===== src/rtl/mem_arb_pkg.sv =====
// Shared types and default sizes for the three-way memory arbiter.
package mem_arb_pkg;

  localparam int ADDR_W_DEF     = 12;
  localparam int DATA_W_DEF     = 8;
  localparam int STARVE_MAX_DEF = 8;

  // Which requester the RAM read data returning next cycle belongs to.
  typedef enum logic [1:0] {
    OWN_NONE = 2'd0,
    OWN_BLT  = 2'd1,
    OWN_CPU  = 2'd2
  } owner_e;

endpackage


===== src/rtl/mem_arbiter_if.sv =====
// Request/grant/return bundle for the upload, blitter and CPU ports plus the
// single-port RAM command, as seen by the arbiter (slave) and by whatever
// drives the requesters and the RAM (master).
interface mem_arbiter_if #(
  parameter int ADDR_W = mem_arb_pkg::ADDR_W_DEF,
  parameter int DATA_W = mem_arb_pkg::DATA_W_DEF
);

  logic              up_session;
  logic              up_req;
  logic [ADDR_W-1:0] up_addr;
  logic [DATA_W-1:0] up_wdata;
  logic              up_gnt;

  logic              blt_req;
  logic [ADDR_W-1:0] blt_addr;
  logic              blt_gnt;
  logic              blt_rvalid;
  logic [DATA_W-1:0] blt_rdata;

  logic              cpu_req;
  logic              cpu_we;
  logic [ADDR_W-1:0] cpu_addr;
  logic [DATA_W-1:0] cpu_wdata;
  logic              cpu_gnt;
  logic              cpu_rvalid;
  logic [DATA_W-1:0] cpu_rdata;

  logic              ram_en;
  logic              ram_we;
  logic [ADDR_W-1:0] ram_addr;
  logic [DATA_W-1:0] ram_wdata;
  logic [DATA_W-1:0] ram_rdata;

  logic              busy;

  modport slave (
    input  up_session, up_req, up_addr, up_wdata,
    input  blt_req, blt_addr,
    input  cpu_req, cpu_we, cpu_addr, cpu_wdata,
    input  ram_rdata,
    output up_gnt, blt_gnt, blt_rvalid, blt_rdata,
    output cpu_gnt, cpu_rvalid, cpu_rdata,
    output ram_en, ram_we, ram_addr, ram_wdata,
    output busy
  );

  modport master (
    output up_session, up_req, up_addr, up_wdata,
    output blt_req, blt_addr,
    output cpu_req, cpu_we, cpu_addr, cpu_wdata,
    output ram_rdata,
    input  up_gnt, blt_gnt, blt_rvalid, blt_rdata,
    input  cpu_gnt, cpu_rvalid, cpu_rdata,
    input  ram_en, ram_we, ram_addr, ram_wdata,
    input  busy
  );

endinterface


===== src/rtl/arb_pick.sv =====
// Purely combinational grant selector: upload first, then blitter, then CPU,
// with a starved CPU jumping ahead of the blitter but never ahead of upload.
module arb_pick (
  input  logic en,
  input  logic up_session,
  input  logic up_req,
  input  logic blt_req,
  input  logic cpu_req,
  input  logic starve_sat,
  output logic up_gnt,
  output logic blt_gnt,
  output logic cpu_gnt
);

  // One-hot (or zero) grant from current requests and starvation state.
  always_comb begin
    up_gnt  = 1'b0;
    blt_gnt = 1'b0;
    cpu_gnt = 1'b0;
    if (en) begin
      if (up_req) begin
        up_gnt = 1'b1;
      end else if (!up_session) begin
        if (cpu_req && starve_sat) begin
          cpu_gnt = 1'b1;
        end else if (blt_req) begin
          blt_gnt = 1'b1;
        end else if (cpu_req) begin
          cpu_gnt = 1'b1;
        end
      end
    end
  end

endmodule


===== src/rtl/mem_arbiter.sv =====
// Single-port RAM arbiter for upload (write), blitter (read) and CPU
// (read/write). Grants and the RAM command are combinational; the starvation
// counter, read-return owner tag and busy flag are registered.
module mem_arbiter
  import mem_arb_pkg::*;
#(
  parameter int ADDR_W     = ADDR_W_DEF,
  parameter int DATA_W     = DATA_W_DEF,
  parameter int STARVE_MAX = STARVE_MAX_DEF
) (
  input  logic          clk,
  input  logic          res,
  mem_arbiter_if.slave  bus
);

  localparam int SW = $clog2(STARVE_MAX + 1);

  logic [SW-1:0]     starve_q, starve_d;
  owner_e            owner_q, owner_d;
  logic              busy_q, busy_d;

  logic              up_gnt, blt_gnt, cpu_gnt;
  logic              starve_sat;
  logic              ram_en, ram_we;
  logic [ADDR_W-1:0] addr_sel;
  logic [DATA_W-1:0] wdata_sel;

  assign starve_sat = (starve_q == SW'(STARVE_MAX));

  // Grants are held off for as long as reset is asserted and are live again
  // as soon as it releases.
  arb_pick u_pick (
    .en         (res),
    .up_session (bus.up_session),
    .up_req     (bus.up_req),
    .blt_req    (bus.blt_req),
    .cpu_req    (bus.cpu_req),
    .starve_sat (starve_sat),
    .up_gnt     (up_gnt),
    .blt_gnt    (blt_gnt),
    .cpu_gnt    (cpu_gnt)
  );

  // Route the granted requester onto the RAM command port.
  always_comb begin
    ram_en    = 1'b0;
    ram_we    = 1'b0;
    addr_sel  = '0;
    wdata_sel = '0;
    if (up_gnt) begin
      ram_en    = 1'b1;
      ram_we    = 1'b1;
      addr_sel  = bus.up_addr;
      wdata_sel = bus.up_wdata;
    end else if (blt_gnt) begin
      ram_en    = 1'b1;
      addr_sel  = bus.blt_addr;
    end else if (cpu_gnt) begin
      ram_en    = 1'b1;
      ram_we    = bus.cpu_we;
      addr_sel  = bus.cpu_addr;
      wdata_sel = bus.cpu_wdata;
    end
  end

  // Next starvation count, read-return owner and busy flag.
  always_comb begin
    starve_d = starve_q;
    if (cpu_gnt) begin
      starve_d = '0;
    end else if (bus.cpu_req && !starve_sat) begin
      starve_d = starve_q + SW'(1);
    end

    owner_d = OWN_NONE;
    if (blt_gnt) begin
      owner_d = OWN_BLT;
    end else if (cpu_gnt && !bus.cpu_we) begin
      owner_d = OWN_CPU;
    end

    busy_d = (bus.up_req  && !up_gnt)  ||
             (bus.blt_req && !blt_gnt) ||
             (bus.cpu_req && !cpu_gnt) ||
             (owner_d != OWN_NONE);
  end

  // State registers; reset drops any read return still in flight.
  always_ff @(posedge clk or negedge res) begin
    if (!res) begin
      starve_q <= '0;
      owner_q  <= OWN_NONE;
      busy_q   <= 1'b0;
    end else begin
      starve_q <= starve_d;
      owner_q  <= owner_d;
      busy_q   <= busy_d;
    end
  end

  assign bus.up_gnt     = up_gnt;
  assign bus.blt_gnt    = blt_gnt;
  assign bus.cpu_gnt    = cpu_gnt;
  assign bus.ram_en     = ram_en;
  assign bus.ram_we     = ram_we;
  assign bus.ram_addr   = addr_sel;
  assign bus.ram_wdata  = wdata_sel;
  assign bus.busy       = busy_q;

  assign bus.blt_rvalid = (owner_q == OWN_BLT);
  assign bus.cpu_rvalid = (owner_q == OWN_CPU);
  assign bus.blt_rdata  = (owner_q == OWN_BLT) ? bus.ram_rdata : '0;
  assign bus.cpu_rdata  = (owner_q == OWN_CPU) ? bus.ram_rdata : '0;

endmodule


===== src/flat_wrapper.sv =====
// flat-port wrapper written by rule: the top's interface ports become plain ports
module mem_arbiter_flat import mem_arb_pkg::*;
#(
  parameter int ADDR_W     = ADDR_W_DEF,
  parameter int DATA_W     = DATA_W_DEF,
  parameter int STARVE_MAX = STARVE_MAX_DEF
)
  (clk, res, bus_up_session, bus_up_req, bus_up_addr, bus_up_wdata, bus_blt_req, bus_blt_addr, bus_cpu_req, bus_cpu_we, bus_cpu_addr, bus_cpu_wdata, bus_ram_rdata, bus_up_gnt, bus_blt_gnt, bus_blt_rvalid, bus_blt_rdata, bus_cpu_gnt, bus_cpu_rvalid, bus_cpu_rdata, bus_ram_en, bus_ram_we, bus_ram_addr, bus_ram_wdata, bus_busy);
  mem_arbiter_if #(.ADDR_W(ADDR_W), .DATA_W(DATA_W)) bus_i ();
  input  logic clk;
  input  logic res;
  input wire logic [$bits(bus_i.up_session)-1:0] bus_up_session;
  input wire logic [$bits(bus_i.up_req)-1:0] bus_up_req;
  input wire logic [$bits(bus_i.up_addr)-1:0] bus_up_addr;
  input wire logic [$bits(bus_i.up_wdata)-1:0] bus_up_wdata;
  input wire logic [$bits(bus_i.blt_req)-1:0] bus_blt_req;
  input wire logic [$bits(bus_i.blt_addr)-1:0] bus_blt_addr;
  input wire logic [$bits(bus_i.cpu_req)-1:0] bus_cpu_req;
  input wire logic [$bits(bus_i.cpu_we)-1:0] bus_cpu_we;
  input wire logic [$bits(bus_i.cpu_addr)-1:0] bus_cpu_addr;
  input wire logic [$bits(bus_i.cpu_wdata)-1:0] bus_cpu_wdata;
  input wire logic [$bits(bus_i.ram_rdata)-1:0] bus_ram_rdata;
  output wire logic [$bits(bus_i.up_gnt)-1:0] bus_up_gnt;
  output wire logic [$bits(bus_i.blt_gnt)-1:0] bus_blt_gnt;
  output wire logic [$bits(bus_i.blt_rvalid)-1:0] bus_blt_rvalid;
  output wire logic [$bits(bus_i.blt_rdata)-1:0] bus_blt_rdata;
  output wire logic [$bits(bus_i.cpu_gnt)-1:0] bus_cpu_gnt;
  output wire logic [$bits(bus_i.cpu_rvalid)-1:0] bus_cpu_rvalid;
  output wire logic [$bits(bus_i.cpu_rdata)-1:0] bus_cpu_rdata;
  output wire logic [$bits(bus_i.ram_en)-1:0] bus_ram_en;
  output wire logic [$bits(bus_i.ram_we)-1:0] bus_ram_we;
  output wire logic [$bits(bus_i.ram_addr)-1:0] bus_ram_addr;
  output wire logic [$bits(bus_i.ram_wdata)-1:0] bus_ram_wdata;
  output wire logic [$bits(bus_i.busy)-1:0] bus_busy;
  assign bus_i.up_session = bus_up_session;
  assign bus_i.up_req = bus_up_req;
  assign bus_i.up_addr = bus_up_addr;
  assign bus_i.up_wdata = bus_up_wdata;
  assign bus_i.blt_req = bus_blt_req;
  assign bus_i.blt_addr = bus_blt_addr;
  assign bus_i.cpu_req = bus_cpu_req;
  assign bus_i.cpu_we = bus_cpu_we;
  assign bus_i.cpu_addr = bus_cpu_addr;
  assign bus_i.cpu_wdata = bus_cpu_wdata;
  assign bus_i.ram_rdata = bus_ram_rdata;
  assign bus_up_gnt = bus_i.up_gnt;
  assign bus_blt_gnt = bus_i.blt_gnt;
  assign bus_blt_rvalid = bus_i.blt_rvalid;
  assign bus_blt_rdata = bus_i.blt_rdata;
  assign bus_cpu_gnt = bus_i.cpu_gnt;
  assign bus_cpu_rvalid = bus_i.cpu_rvalid;
  assign bus_cpu_rdata = bus_i.cpu_rdata;
  assign bus_ram_en = bus_i.ram_en;
  assign bus_ram_we = bus_i.ram_we;
  assign bus_ram_addr = bus_i.ram_addr;
  assign bus_ram_wdata = bus_i.ram_wdata;
  assign bus_busy = bus_i.busy;
  mem_arbiter #(.ADDR_W(ADDR_W), .DATA_W(DATA_W), .STARVE_MAX(STARVE_MAX)) u_core (.clk(clk), .res(res), .bus(bus_i));
endmodule

===== config.mk =====
export PLATFORM = sky130hd
export DESIGN_NAME = mem_arbiter_flat
export DESIGN_NICKNAME = d
export VERILOG_FILES = /design/src/rtl/mem_arb_pkg.sv /design/src/rtl/mem_arbiter_if.sv /design/src/rtl/arb_pick.sv /design/src/rtl/mem_arbiter.sv /design/src/flat_wrapper.sv
export SDC_FILE = /design/constraint.sdc
export NUM_CORES = 1
export LEC_CHECK = 0
export BUFFER_PORTS_ARGS = -buffer_cell sky130_fd_sc_hd__buf_2
export CORE_MARGIN = 5
export CORE_UTILIZATION = 31
export CTS_CLUSTER_SIZE = 10
export DETAILED_ROUTE_END_ITERATION = 6
export GPL_ROUTABILITY_DRIVEN = 0
export PLACE_DENSITY = 0.91
export REMOVE_ABC_BUFFERS = 1
export SLEW_MARGIN = 20
export SYNTH_ARGS = -nofsm -noshare
export SYNTH_HDL_FRONTEND = slang
export SYNTH_SLANG_ARGS = --single-unit

===== constraint.sdc =====
create_clock -name clk -period 1.73 [get_ports clk]
set_input_delay 0 -clock clk [delete_from_list [all_inputs] [get_ports clk]]
set_output_delay 0 -clock clk [all_outputs]
set_load 0.01 [all_outputs]

==> results.sh <==
export IMPL_grt_first_pass_wirelength_microns=5420
export IMPL_status="finished with violations"
export IMPL_drc=0
export IMPL_place_area_sq_um=1430
export IMPL_path_max_fanout=11
export IMPL_ys_ff_latch=7
export IMPL_die_x_microns=61.3
export IMPL_core_area_sq_um=2500
export IMPL_layout_setup_ws_ns=-0.241
export IMPL_grt_ovfl_total=0
export IMPL_critPathKind="flip-flop to output port"
export IMPL_area_delta_synth_final_pct=94.3
export IMPL_max_slew_margin=0.702
export IMPL_whs_ns=0.0573
export IMPL_fillers=225
export IMPL_nets=286
export IMPL_die_h_microns=61.3
export IMPL_final_util=0.634
export IMPL_hp_class="input port to flip-flop"
export IMPL_grt_pass1_vias=1226
export IMPL_synth_area_sq_um=816
export IMPL_firstDrtPassIters=5
export IMPL_ys_async_sr_fraction=1.00
export IMPL_synth_area_per_cell_sq_um=8.68
export IMPL_slew_viol_final=0
export IMPL_ant_nets=0
export IMPL_die_area_sq_um=3760
export IMPL_viasPerCell=5.32
export IMPL_violations="negative setup slack"
export IMPL_cts_sinks=7
export IMPL_worst_slew_pin_slew_ns=0.446
export IMPL_rsz0062_at_grt="yes"
export IMPL_place_worst_setup_slack_ns=0.0217
export IMPL_wl_microns=3950
export IMPL_yosysSeqAreaShare=0.215
export IMPL_hpwl_microns=2960
export IMPL_path_clk_slew_ns=0.05
export IMPL_grt_max_degree=17
export IMPL_final_min_clock_period_ns=1.97
export IMPL_cts_made_buffers=3
export IMPL_fin_crit_sh=1.14
export IMPL_fin_area_sq_um=1590
export IMPL_root_buffer="clkbuf_4"
export IMPL_routedWlPerCell_microns=16.0
export IMPL_antenna_found_initial=0
export IMPL_clock_skew_ns=0.00441
export IMPL_setup_viol=23
export IMPL_antenna_cells=0
export IMPL_cts_buffer_depth=2
export IMPL_portBuffers=110
export IMPL_ys_flop_type="dfrtp_1"
export IMPL_ir_drop_mv=0.567
export IMPL_cp_end_kind="output port"
export IMPL_via_count=1309
export IMPL_rows=18
export IMPL_start_util=0.326
export IMPL_fmax_mhz=507
export IMPL_cap_violations=0
export IMPL_synth_cells=94
export IMPL_power_density_nw_per_um2=537
export IMPL_synth_warnings=0
export IMPL_synth_enable_flop_cells=0
export IMPL_drt_iter0_drc=77
export IMPL_io_pins=111
export IMPL_clk_latency_ns=0.25
export IMPL_arrival_ns=1.97
export IMPL_required_ns=1.73
export IMPL_leakagePower_nw=0.984
export IMPL_grt_use_total=0.196
export IMPL_start_kind="flip-flop"
export IMPL_final_hold_viol_count=0
export IMPL_drive_gt1_frac=0.616
export IMPL_cts_max_level=1
export IMPL_cts_tree="done"
export IMPL_ys_types=32
export IMPL_p_total_uw=852
## cell usage after synthesis (2+ instances only)
master    instances  area [sq um]
dfrtp_1           7           175
buf_2             2          10.0
a22o_1            8          70.1
inv_1             4          15.0
and2_1           17           106
ha_1              2          25.0
nor2b_1           2          12.5
buf_6             2          22.5
clkbuf_1          4          15.0
nand2_1           2          7.51
a221o_1          12           120
and3_1           12          75.1
## power breakdown
part	leakage [nW]	switching (mW)	total, mW	internal (mW)
combinational	0.882	0.206	0.468	0.262
clock	0.0150	0.0587	0.147	0.0879
sequential	0.0869	0.0305	0.237	0.207
total	0.984	0.295	0.852	0.557
## layout make-up
| cell class | instances | area [sq um] | area share |
|---|---|---|---|
| multi-input combinational | 75 | 588 | 0.371 |
| inverter | 4 | 15.0 | 0.00947 |
| tap | 30 | 37.5 | 0.0237 |
| timing repair buffer | 126 | 743 | 0.469 |
| sequential | 7 | 175 | 0.110 |
| clock buffer | 4 | 26.3 | 0.0166 |
## worst max-delay path: stages (launching register included)
cell and delay (ns):
dfrtp_1 0.37, inv_1 0.07, ha_2 0.16, nand3b_1 0.14
buf_6 0.16, a211oi_4 0.26, buf_6 0.15, buf_12 0.12
a22o_1 0.15, buf_2 0.13
## layer usage
| metal | track usage | routed length [microns] | vias to the layer above |
|---|---|---|---|
| li1 | - | - | 603 |
| met1 | 0.184 | 1250 | 597 |
| met2 | 0.406 | 2100 | 99 |
| met3 | 0.0503 | 528 | 10 |
| met4 | 0.0495 | 69 | 0 |
| met5 | 0 | 0 | - |
## placed cells by master (no fill, tap or decap), drive strengths merged, types with 2 or more instances in the layout
master / instances
a221o: 12
clkbuf: 4
a22o: 8
buf: 125
and3: 12
inv: 4
nand2: 2
and2: 17
dfrtp: 7
or3b: 2
nor2b: 2
ha: 2
## per-stage QoR
step / setup TNS (ns) / std cells
after floorplan: -1.57 / 86
after global routing: -5.89 / 246
after detailed placement: 0 / 232
after CTS: -3.82 / 246
after global placement: 0 / 232
final: -4.33 / 246
## cells by family after synthesis
| kind of cell | Yosys count | share of synthesized area |
|---|---|---|
| xor gates and xnor gates | 1 | 0.0107 |
| AOI/OAI and AO/OA | 28 | 0.321 |
| and+or+nand+nor | 43 | 0.334 |
| DFF | 7 | 0.215 |
| muxes | 1 | 0.0123 |
| buffers and inverters | 12 | 0.0767 |
| adders and majority gates | 2 | 0.0307 |
## path summary, 6_finish.rpt
path	startpoint	slack (ns)	depth (start not counted)	endpoint
max in group asynchronous	res	1.26	3	u_core.starve_q[2]
min reg2reg	u_core.starve_q[3]	0.55	2	u_core.starve_q[3]
min in group asynchronous	res	0.31	3	u_core.bus.busy
min	bus_blt_req	0.06	2	u_core.bus.busy
max reg2reg	u_core.starve_q[0]	0.18	7	u_core.starve_q[2]
max	u_core.starve_q[0]	-0.24	9	bus_ram_wdata[7]
## what timing repair did
action	in CTS	in global routing
gates cloned	2	0
pin swaps	6	8
hold buffers	1	0
gates resized for setup	8	3
setup endpoints to repair	23	23
hold endpoints to repair	7	0
setup buffers	7	1
## sequential cells by signal, indices dropped and copies added, names as in the netlist
| signal | flops |
|---|---|
| u_core.owner_q | 2 |
| u_core.starve_q | 4 |
| u_core.bus.busy | 1 |
Note: power is estimated with default switching activity, not from simulation.
